[config.mk]
export PLATFORM = sky130hd
export DESIGN_NAME = tlc_phase_scheduler
export DESIGN_NICKNAME = d
export VERILOG_FILES = /design/src/rtl/tlc_phase_scheduler.sv
export SDC_FILE = /design/constraint.sdc
export NUM_CORES = 1
export LEC_CHECK = 0
export CAP_MARGIN = 10
export CELL_PAD_IN_SITES_DETAIL_PLACEMENT = 0
export CELL_PAD_IN_SITES_GLOBAL_PLACEMENT = 2
export CORE_MARGIN = 1
export CORE_UTILIZATION = 33
export DETAILED_ROUTE_END_ITERATION = 10
export PLACE_DENSITY_LB_ADDON = 0.3
export SYNTH_ARGS = -nofsm -noshare
export SYNTH_HDL_FRONTEND = slang
export SYNTH_SLANG_ARGS = --single-unit
[constraint.sdc]
create_clock -name clk -period 2.7 [get_ports clk]
set_clock_uncertainty 0.05 [all_clocks]
set_input_delay 0.675 -clock clk [delete_from_list [all_inputs] [get_ports clk]]
set_output_delay 0.675 -clock clk [all_outputs]
set_load 0.05 [all_outputs]
[src/rtl/tlc_phase_scheduler.sv]
// -----------------------------------------------------------------------------
// tlc_phase_scheduler
//
// Request scheduler placed in front of the adaptive traffic-light sequencer.
// It latches vehicle, pedestrian and emergency requests, picks one winner
// when idle, and hands that phase to the sequencer. The hand-off uses a
// valid/ready command followed by a done pulse. While a normal phase runs,
// a newly pending emergency raises a one-cycle preempt request.
//
// Arbitration order:
//   emergency (fixed N>S>E>W)  >  [starving vehicles, round-robin]  >
//   pedestrian  >  vehicles (round-robin from rr pointer)
//
// Optional feature macro: TLC_STARVE_GUARD_EN
//   Defined     : per-direction wait counters saturating at MAX_WAIT. A
//                 direction at MAX_WAIT ranks above pedestrian requests.
//   Not defined : no counters, plain arbitration order.
//
// Ports:
//   clk                clock, rising edge
//   reset              asynchronous active-low reset
//   car_n/s/e/w        vehicle presence (pulse or level)
//   pedestrian_button  walk request
//   emergency[3:0]     emergency request, bit3=N bit2=S bit1=E bit0=W
//   phase_valid        phase command valid
//   phase_ready        sequencer accepts the command
//   phase_sel[2:0]     0=N 1=S 2=E 3=W 4=PED
//   phase_time[TW-1:0] phase duration in cycles
//   phase_emerg        command is an emergency phase
//   phase_done         sequencer finished the phase (1-cycle pulse)
//   preempt            1-cycle request to terminate the current phase early
//   busy               a phase is issued or running
// -----------------------------------------------------------------------------
module tlc_phase_scheduler #(
    parameter int TW         = 8,
    parameter int GREEN_TIME = 20,
    parameter int WALK_TIME  = 15,
    parameter int EMERG_TIME = 30,
    parameter int MAX_WAIT   = 64
) (
    input  logic          clk,
    input  logic          reset,
    input  logic          car_n,
    input  logic          car_s,
    input  logic          car_e,
    input  logic          car_w,
    input  logic          pedestrian_button,
    input  logic [3:0]    emergency,
    output logic          phase_valid,
    input  logic          phase_ready,
    output logic [2:0]    phase_sel,
    output logic [TW-1:0] phase_time,
    output logic          phase_emerg,
    input  logic          phase_done,
    output logic          preempt,
    output logic          busy
);

    // Phase durations must be representable on phase_time.
    generate
        if ((GREEN_TIME >= (1 << TW)) || (WALK_TIME >= (1 << TW)) ||
            (EMERG_TIME >= (1 << TW)) || (MAX_WAIT < 1)) begin : g_param_err
            $error("tlc_phase_scheduler: phase time does not fit in TW bits or MAX_WAIT < 1");
        end
    endgenerate

    typedef enum logic [1:0] {
        ST_IDLE  = 2'd0,
        ST_ISSUE = 2'd1,
        ST_RUN   = 2'd2
    } state_t;

    localparam logic [2:0] SEL_PED = 3'd4;

    // Round-robin search over a 4-bit mask starting at 'start'.
    // Returns {found, index}. Scanning from the farthest offset down lets the
    // nearest hit overwrite earlier ones.
    function automatic logic [2:0] rr_pick(input logic [3:0] mask, input logic [1:0] start);
        logic [2:0] res;
        logic [1:0] idx;
        res = 3'b000;
        for (int k = 3; k >= 0; k--) begin
            idx = start + 2'(k);
            if (mask[idx]) begin
                res = {1'b1, idx};
            end else begin
                res = res;
            end
        end
        return res;
    endfunction

    // Fixed-priority search, lowest index (N) first. Returns {found, index}.
    function automatic logic [2:0] fixed_pick(input logic [3:0] mask);
        logic [2:0] res;
        res = 3'b000;
        for (int k = 3; k >= 0; k--) begin
            if (mask[k]) begin
                res = {1'b1, 2'(k)};
            end else begin
                res = res;
            end
        end
        return res;
    endfunction

    // Registers
    state_t        r_state;
    logic          r_phase_valid;
    logic [2:0]    r_phase_sel;
    logic [TW-1:0] r_phase_time;
    logic          r_phase_emerg;
    logic          r_preempt;
    logic          r_preempt_used;
    logic          r_busy;
    logic [3:0]    r_veh_pend;
    logic          r_ped_pend;
    logic [3:0]    r_emg_pend;     // direction order: [0]=N .. [3]=W
    logic [1:0]    r_rr;

    // Combinational signals
    state_t        w_state_nxt;
    logic          w_valid_nxt;
    logic [2:0]    w_sel_nxt;
    logic [TW-1:0] w_time_nxt;
    logic          w_emerg_nxt;
    logic          w_preempt_nxt;
    logic          w_preempt_used_nxt;
    logic          w_busy_nxt;
    logic [1:0]    w_rr_nxt;
    logic          w_handshake;
    logic [3:0]    w_car;
    logic [3:0]    w_emg_in;
    logic [3:0]    w_veh_clr;
    logic          w_ped_clr;
    logic [3:0]    w_emg_clr;
    logic [3:0]    w_starve_mask;
    logic [2:0]    w_emg_pick;
    logic [2:0]    w_starve_pick;
    logic [2:0]    w_veh_pick;
    logic          w_grant_valid;
    logic [2:0]    w_grant_sel;
    logic [TW-1:0] w_grant_time;
    logic          w_grant_emerg;

    assign w_car    = {car_w, car_e, car_s, car_n};
    // Emergency input is MSB=N; reorder so index matches phase_sel numbering.
    assign w_emg_in = {emergency[0], emergency[1], emergency[2], emergency[3]};

`ifdef TLC_STARVE_GUARD_EN
    localparam int CW = $clog2(MAX_WAIT + 1);

    logic [CW-1:0] r_wait [4];

    // Per-direction wait counters: count while pending, saturate, clear on service
    always_ff @(posedge clk or negedge reset) begin
        if (!reset) begin
            for (int d = 0; d < 4; d++) begin
                r_wait[d] <= '0;
            end
        end else begin
            for (int d = 0; d < 4; d++) begin
                if (w_veh_clr[d]) begin
                    r_wait[d] <= '0;
                end else if (r_veh_pend[d] && (r_wait[d] != CW'(MAX_WAIT))) begin
                    r_wait[d] <= r_wait[d] + CW'(1);
                end else begin
                    r_wait[d] <= r_wait[d];
                end
            end
        end
    end

    // Starving directions: counter saturated and request still pending
    always_comb begin
        w_starve_mask = 4'b0000;
        for (int d = 0; d < 4; d++) begin
            w_starve_mask[d] = r_veh_pend[d] && (r_wait[d] == CW'(MAX_WAIT));
        end
    end
`else
    assign w_starve_mask = 4'b0000;
`endif

    // Arbitration among the visible pending requests
    always_comb begin
        w_emg_pick    = fixed_pick(r_emg_pend);
        w_starve_pick = rr_pick(w_starve_mask, r_rr);
        w_veh_pick    = rr_pick(r_veh_pend, r_rr);
        w_grant_valid = 1'b0;
        w_grant_sel   = 3'd0;
        w_grant_time  = '0;
        w_grant_emerg = 1'b0;
        if (w_emg_pick[2]) begin
            w_grant_valid = 1'b1;
            w_grant_sel   = {1'b0, w_emg_pick[1:0]};
            w_grant_time  = TW'(EMERG_TIME);
            w_grant_emerg = 1'b1;
        end else if (w_starve_pick[2]) begin
            w_grant_valid = 1'b1;
            w_grant_sel   = {1'b0, w_starve_pick[1:0]};
            w_grant_time  = TW'(GREEN_TIME);
        end else if (r_ped_pend) begin
            w_grant_valid = 1'b1;
            w_grant_sel   = SEL_PED;
            w_grant_time  = TW'(WALK_TIME);
        end else if (w_veh_pick[2]) begin
            w_grant_valid = 1'b1;
            w_grant_sel   = {1'b0, w_veh_pick[1:0]};
            w_grant_time  = TW'(GREEN_TIME);
        end else begin
            w_grant_valid = 1'b0;
        end
    end

    // Next-state and next-output logic of the IDLE/ISSUE/RUN controller
    always_comb begin
        w_state_nxt        = r_state;
        w_valid_nxt        = r_phase_valid;
        w_sel_nxt          = r_phase_sel;
        w_time_nxt         = r_phase_time;
        w_emerg_nxt        = r_phase_emerg;
        w_busy_nxt         = r_busy;
        w_preempt_nxt      = 1'b0;
        w_preempt_used_nxt = r_preempt_used;
        w_rr_nxt           = r_rr;
        w_handshake        = 1'b0;
        case (r_state)
            ST_IDLE: begin
                if (w_grant_valid) begin
                    w_state_nxt        = ST_ISSUE;
                    w_valid_nxt        = 1'b1;
                    w_sel_nxt          = w_grant_sel;
                    w_time_nxt         = w_grant_time;
                    w_emerg_nxt        = w_grant_emerg;
                    w_busy_nxt         = 1'b1;
                    w_preempt_used_nxt = 1'b0;
                end else begin
                    w_state_nxt = ST_IDLE;
                end
            end
            ST_ISSUE: begin
                // Command fields stay frozen until the sequencer accepts it.
                if (phase_ready) begin
                    w_handshake = 1'b1;
                    w_state_nxt = ST_RUN;
                    w_valid_nxt = 1'b0;
                    if (!r_phase_emerg && (r_phase_sel != SEL_PED)) begin
                        w_rr_nxt = r_phase_sel[1:0] + 2'd1;
                    end else begin
                        w_rr_nxt = r_rr;
                    end
                end else begin
                    w_state_nxt = ST_ISSUE;
                end
            end
            ST_RUN: begin
                // A done on the same edge as a newly visible emergency wins:
                // the emergency is then served by the next arbitration.
                if (phase_done) begin
                    w_state_nxt = ST_IDLE;
                    w_sel_nxt   = 3'd0;
                    w_time_nxt  = '0;
                    w_emerg_nxt = 1'b0;
                    w_busy_nxt  = 1'b0;
                end else if (!r_phase_emerg && (|r_emg_pend) && !r_preempt_used) begin
                    w_preempt_nxt      = 1'b1;
                    w_preempt_used_nxt = 1'b1;
                end else begin
                    w_state_nxt = ST_RUN;
                end
            end
            default: begin
                w_state_nxt = ST_IDLE;
                w_valid_nxt = 1'b0;
                w_sel_nxt   = 3'd0;
                w_time_nxt  = '0;
                w_emerg_nxt = 1'b0;
                w_busy_nxt  = 1'b0;
            end
        endcase
    end

    // Clear masks for the latch served by the accepted command
    always_comb begin
        w_veh_clr = 4'b0000;
        w_ped_clr = 1'b0;
        w_emg_clr = 4'b0000;
        if (w_handshake) begin
            if (r_phase_emerg) begin
                w_emg_clr[r_phase_sel[1:0]] = 1'b1;
            end else if (r_phase_sel == SEL_PED) begin
                w_ped_clr = 1'b1;
            end else begin
                w_veh_clr[r_phase_sel[1:0]] = 1'b1;
            end
        end else begin
            w_ped_clr = 1'b0;
        end
    end

    // Controller state register
    always_ff @(posedge clk or negedge reset) begin
        if (!reset) begin
            r_state <= ST_IDLE;
        end else begin
            r_state <= w_state_nxt;
        end
    end

    // Registered command outputs, busy and preempt bookkeeping
    always_ff @(posedge clk or negedge reset) begin
        if (!reset) begin
            r_phase_valid  <= 1'b0;
            r_phase_sel    <= 3'd0;
            r_phase_time   <= '0;
            r_phase_emerg  <= 1'b0;
            r_preempt      <= 1'b0;
            r_preempt_used <= 1'b0;
            r_busy         <= 1'b0;
        end else begin
            r_phase_valid  <= w_valid_nxt;
            r_phase_sel    <= w_sel_nxt;
            r_phase_time   <= w_time_nxt;
            r_phase_emerg  <= w_emerg_nxt;
            r_preempt      <= w_preempt_nxt;
            r_preempt_used <= w_preempt_used_nxt;
            r_busy         <= w_busy_nxt;
        end
    end

    // Sticky request latches (a new request beats a same-edge clear) and rr pointer
    always_ff @(posedge clk or negedge reset) begin
        if (!reset) begin
            r_veh_pend <= 4'b0000;
            r_ped_pend <= 1'b0;
            r_emg_pend <= 4'b0000;
            r_rr       <= 2'd0;
        end else begin
            r_veh_pend <= (r_veh_pend & ~w_veh_clr) | w_car;
            r_ped_pend <= (r_ped_pend & ~w_ped_clr) | pedestrian_button;
            r_emg_pend <= (r_emg_pend & ~w_emg_clr) | w_emg_in;
            r_rr       <= w_rr_nxt;
        end
    end

    assign phase_valid = r_phase_valid;
    assign phase_sel   = r_phase_sel;
    assign phase_time  = r_phase_time;
    assign phase_emerg = r_phase_emerg;
    assign preempt     = r_preempt;
    assign busy        = r_busy;

endmodule

# Yosys cells after proc, flatten, opt, wreduce, memory -nomap -nowiden
# Index checks and enable logic that the tools add are counted.
[totals] reg_bits=29 latchBits=0 ramBits=0 mem_bits_ro=0 inputBits=13 output_inout_bits=15 memories=0
[op_classes] add_sub_neg=4 multipliers=0 div=0 magnitude_cmp=6 eq_ne=10 shift=0 mux=78 n_bitwise=11 n_reduce_logical=13
[op_table] operator="two-way mux 3 bit" count=17
[op_table] operator="two-way mux 1 bit" count=30
[op_table] operator="case mux 8 bit (3 select lines)" count=1
[op_table] operator="two-way mux 4 bit" count=5
[op_table] operator="two-way mux 5 bit" count=4
[op_table] operator="binary-select mux 1 bit (select 2 bit)" count=8
[op_table] operator="two-way mux 8 bit" count=2
[op_table] operator="< comparator 2 x 3 -> 1 bit, second input constant" count=5
[op_table] operator="inequality test 2 bit, second input constant" count=5
[op_table] operator="case mux 1 bit (3 select lines)" count=3
[op_table] operator="case mux 3 bit (3 select lines)" count=1
[op_table] operator="AND reduction 3 bit" count=3
[op_table] operator="AND 4 bit" count=2
[op_table] operator="two-way mux 2 bit" count=4
[op_table] operator="inverter 4 bit" count=2
[op_table] operator="OR 4 bit" count=2
[op_table] operator="inequality test 3 bit, second input constant" count=2
[op_table] operator="case mux 2 bit (3 select lines)" count=1
[op_table] operator="adder 2 x 1 -> 2 bit, second input constant" count=2
[op_table] operator="adder 2 bit, second input constant" count=2
[op_table] operator="logical AND 1 bit" count=4
[op_table] operator="AND reduction 4 bit" count=1
[op_table] operator="OR reduction 4 bit" count=1
[op_table] operator="equality test 3 bit, second input constant" count=1
[op_table] operator="11 further kinds" count=14

# Logic depth before layout (Yosys ltp)
[depth] word_depth=13 mapped_depth=5

# Worst setup path before layout
# No wires, ideal clock.
[synth_path] path_type="reg-to-output" from="register r_phase_time[0], in the netlist phase_time[0]" to="output phase_time[0]" arrival_time_ns=0.932 t_required_ns=1.975 slack_ns=1.043 stages_incl_launch_ff=2 n_path_buf=1 cell_sequence="dfrtp_1 buf_4"
[synth_rtl] element="from (decl)" line_no="111" source="logic [TW-1:0] r_phase_time;"
[synth_rtl] element="from (signal assigned)" line_no="324" source="r_phase_time <= w_time_nxt;"
[synth_rtl] element="to (decl)" line_no="52" source="output logic [TW-1:0] phase_time,"
# No word-level cell between the ends.

# Final worst setup path
[layout_path] from="register r_phase_emerg, in the netlist phase_emerg" to="output phase_emerg"
[layout_rtl] element="from (decl)" line_no="112" source="logic r_phase_emerg;"
[layout_rtl] element="from (signal assigned)" line_no="325" source="r_phase_emerg <= w_emerg_nxt;"
[layout_rtl] element="to (decl)" line_no="53" source="output logic phase_emerg,"
# No word-level cell between the ends.

==> results.yml <==
clock_tree:
  clkLatencyLatePin_ns: 0.31
  cts_tree: "done"
  cts_sinks: 24
  clk_pin_slew_ns: 0.13
  cts_made_buffers: 3
  clk_path_buf_depth: 2
  ctsResizeCount: 0
  root_buffer: "clkbuf_4"
  cts_hold_buf: 0
  htree_levels: 1
  cts_setup_buffers: 0
power:
  powerDensity_nw_per_um2: 963
  leakage_nw: 0.628
  ir_drop_mv: 0.604
worst_setup_path:
  path_cells: "clkdlybuf4s50_1"
  cp.buffers_inverters: 1
  cp.arrival_ns: 1.67
  crit_family: "buffers and inverters"
  cp_slowest_cell: "clkdlybuf4s50_1"
  crit_fanout: 8
  r2r_slack_ns: 0.95
  slowest_delay_ns: 0.85
  crit_type: "register to output pin"
  worstPathRequired_ns: 1.98
  startpoint_type: "register"
  end_kind: "output pin"
global_routing:
  grt_max_degree: 25
  antenna_found_initial: 0
  gr-total-overflow: 0
  grt_pass1_wl_um: 4060
  grt_use_total_pct: 13.7
  grt_pass1_vias: 850
logic_synthesis:
  ys_ff_latch: 24
  async_reset_ff_share_pct: 100
  yosys-top-cells-count: "24 x dfrtp_1, 12 x nand2_1, 6 x a21o_1, 6 x inv_1, 6 x nor2_1"
  synth.most_common_cell: "dfrtp_1"
  ys.flop_type: "dfrtp_1"
  synthCells: 107
  synth.top_cell.area_share_pct: 50.2
  synth_area_leaders: "dfrtp_1 50%, ha_1 4.2%, a21o_1 3.8%, nand2_1 3.8%, a21o_2 3.7%"
  synth_cell_types: 36
  yosys_warnings: 0
  syn_avg_cell_area_um2: 11.2
  syn-cell-area_um2: 1200
  synth_edf_count: 0
  synth_top_area_cell: "dfrtp_1"
  ys_seq_area_share_pct: 50.2
route:
  routed_via_density: 4.79
  routedWlPerCell_um: 13.6
  routed_wl_um: 2440
  vias: 857
  dr.pass1.iters: 4
  drtIter0Drc: 41
  ant_nets: 0
  drcViolationCount: 0
timing:
  final-hold-violation-count: 0
  tns_ns: 0
  post-route-period-util_pct: 88.6
  fmax_mhz: 418
  relSlewSlack_pct: 65.4
  setup_slack_ns: 0.307
  rsz0062_at_grt: "no"
  tightest_slew_ns: 0.519
  slew_violations: 0
  layout_min_cycle_time_ns: 2.39
  setup_viol: 0
finish:
  antenna_cells: 0
  n_fill_cell: 329
  fin_nets: 151
  drive_gt1_share_pct: 14.3
  area.growth.synth_to_final_pct: 26.2
  final-instance-count-excl-fill: 179
hold_path:
  hp-class: "register to register"
die:
  dieArea_um2: 3870
  io_pins: 28
  rows: 21
  initial_core_util_pct: 35.1
  core_um2: 3420
  die_w_um: 62.2
  die_h_um: 62.2
placement:
  pre_cts_ws_ns: 0.557
  dp_cells: 175
  port_buffers: 24
  hpwl_um: 1790
  place.gp.congestion: 0.712
flow_run:
  max-cap-violations: 0
run_status:
  outcome: "finished clean"
layout make-up:
| class | instances | area [µm²] | share of cell area, % |
|---|---|---|---|
| well taps | 46 | 57.6 | 3.81 |
| repair buffers | 26 | 255 | 16.9 |
| flip-flops and latches | 24 | 601 | 39.7 |
| inverters | 6 | 22.5 | 1.49 |
| multi-input cells | 73 | 539 | 35.7 |
| clock buffers | 4 | 36.3 | 2.40 |
layer usage:
metal	share of wire (%)	vias to the layer above	track usage, %	routed length, µm
met4	0.90	0	3.49	22
met1	49	408	17.9	1190
met5	0	-	0	0
met2	46	24	22.0	1120
met3	4.2	2	4.23	102
li1	-	423	-	-
registers in the layout (all words and copies together) (netlist names):
register,cells
busy,1
preempt,1
phase_valid,1
phase_emerg,1
r_preempt_used,1
r_rr,2
phase_time,4
phase_sel,2
r_emg_pend,4
r_ped_pend,1
r_veh_pend,4
r_state,2
metrics by stage:
stage / area [µm²] / power, W / utilization (%) / hold slack, ns
after floorplan: 1200 / 0.00107 / - / 0.329
after global placement: 1480 / 0.00127 / 43.2 / 0.390
after detailed placement: 1480 / 0.00128 / 43.2 / 0.391
after CTS: 1510 / 0.00148 / 44.2 / 0.410
after global routing: 1510 / 0.00155 / 44.2 / 0.434
final: 1510 / 0.00146 / 44.2 / 0.412
cell families after synthesis:
kind of cell / count (synthesis) / share of synthesized area [%]
fa+ha+maj: 4 / 4.18
compound gates: 31 / 22.4
buf+inv: 12 / 5.43
other cells: 1 / 0.313
flops: 24 / 50.2
simple gates: 32 / 14.8
mux: 3 / 2.72
placed cells by master (no fill, tap or decap), types with 2 or more instances in the layout:
master / n
a32o_1: 3
nand2b_1: 3
mux2_2: 2
buf_4: 2
a21o_2: 5
nand2_1: 12
a21o_1: 6
o21ai_0: 3
clkdlybuf4s50_1: 24
a21oi_1: 3
nand3b_1: 2
nor2_1: 6
dfrtp_1: 24
clkbuf_4: 3
inv_1: 6
ha_1: 4
nor3_1: 2
conb_1: 3
power breakdown:
group	internal, W	switching (W)	total (W)
combinational	0.000283	0.000409	0.000692
clock	0.0000824	0.000110	0.000192
sequential	0.000454	0.000117	0.000572
worst paths after layout:
path                                start            end  cells past startpoint
max                           phase_emerg    phase_emerg                      1
min                        r_preempt_used        preempt                      1
max reg2reg                 r_veh_pend[1]  phase_time[4]                      4
min reg2reg                r_preempt_used        preempt                      1
max in group asynchronous           reset  r_veh_pend[2]                      2
min in group asynchronous           reset        preempt                      2
Note: power is estimated with default switching activity, not from simulation.
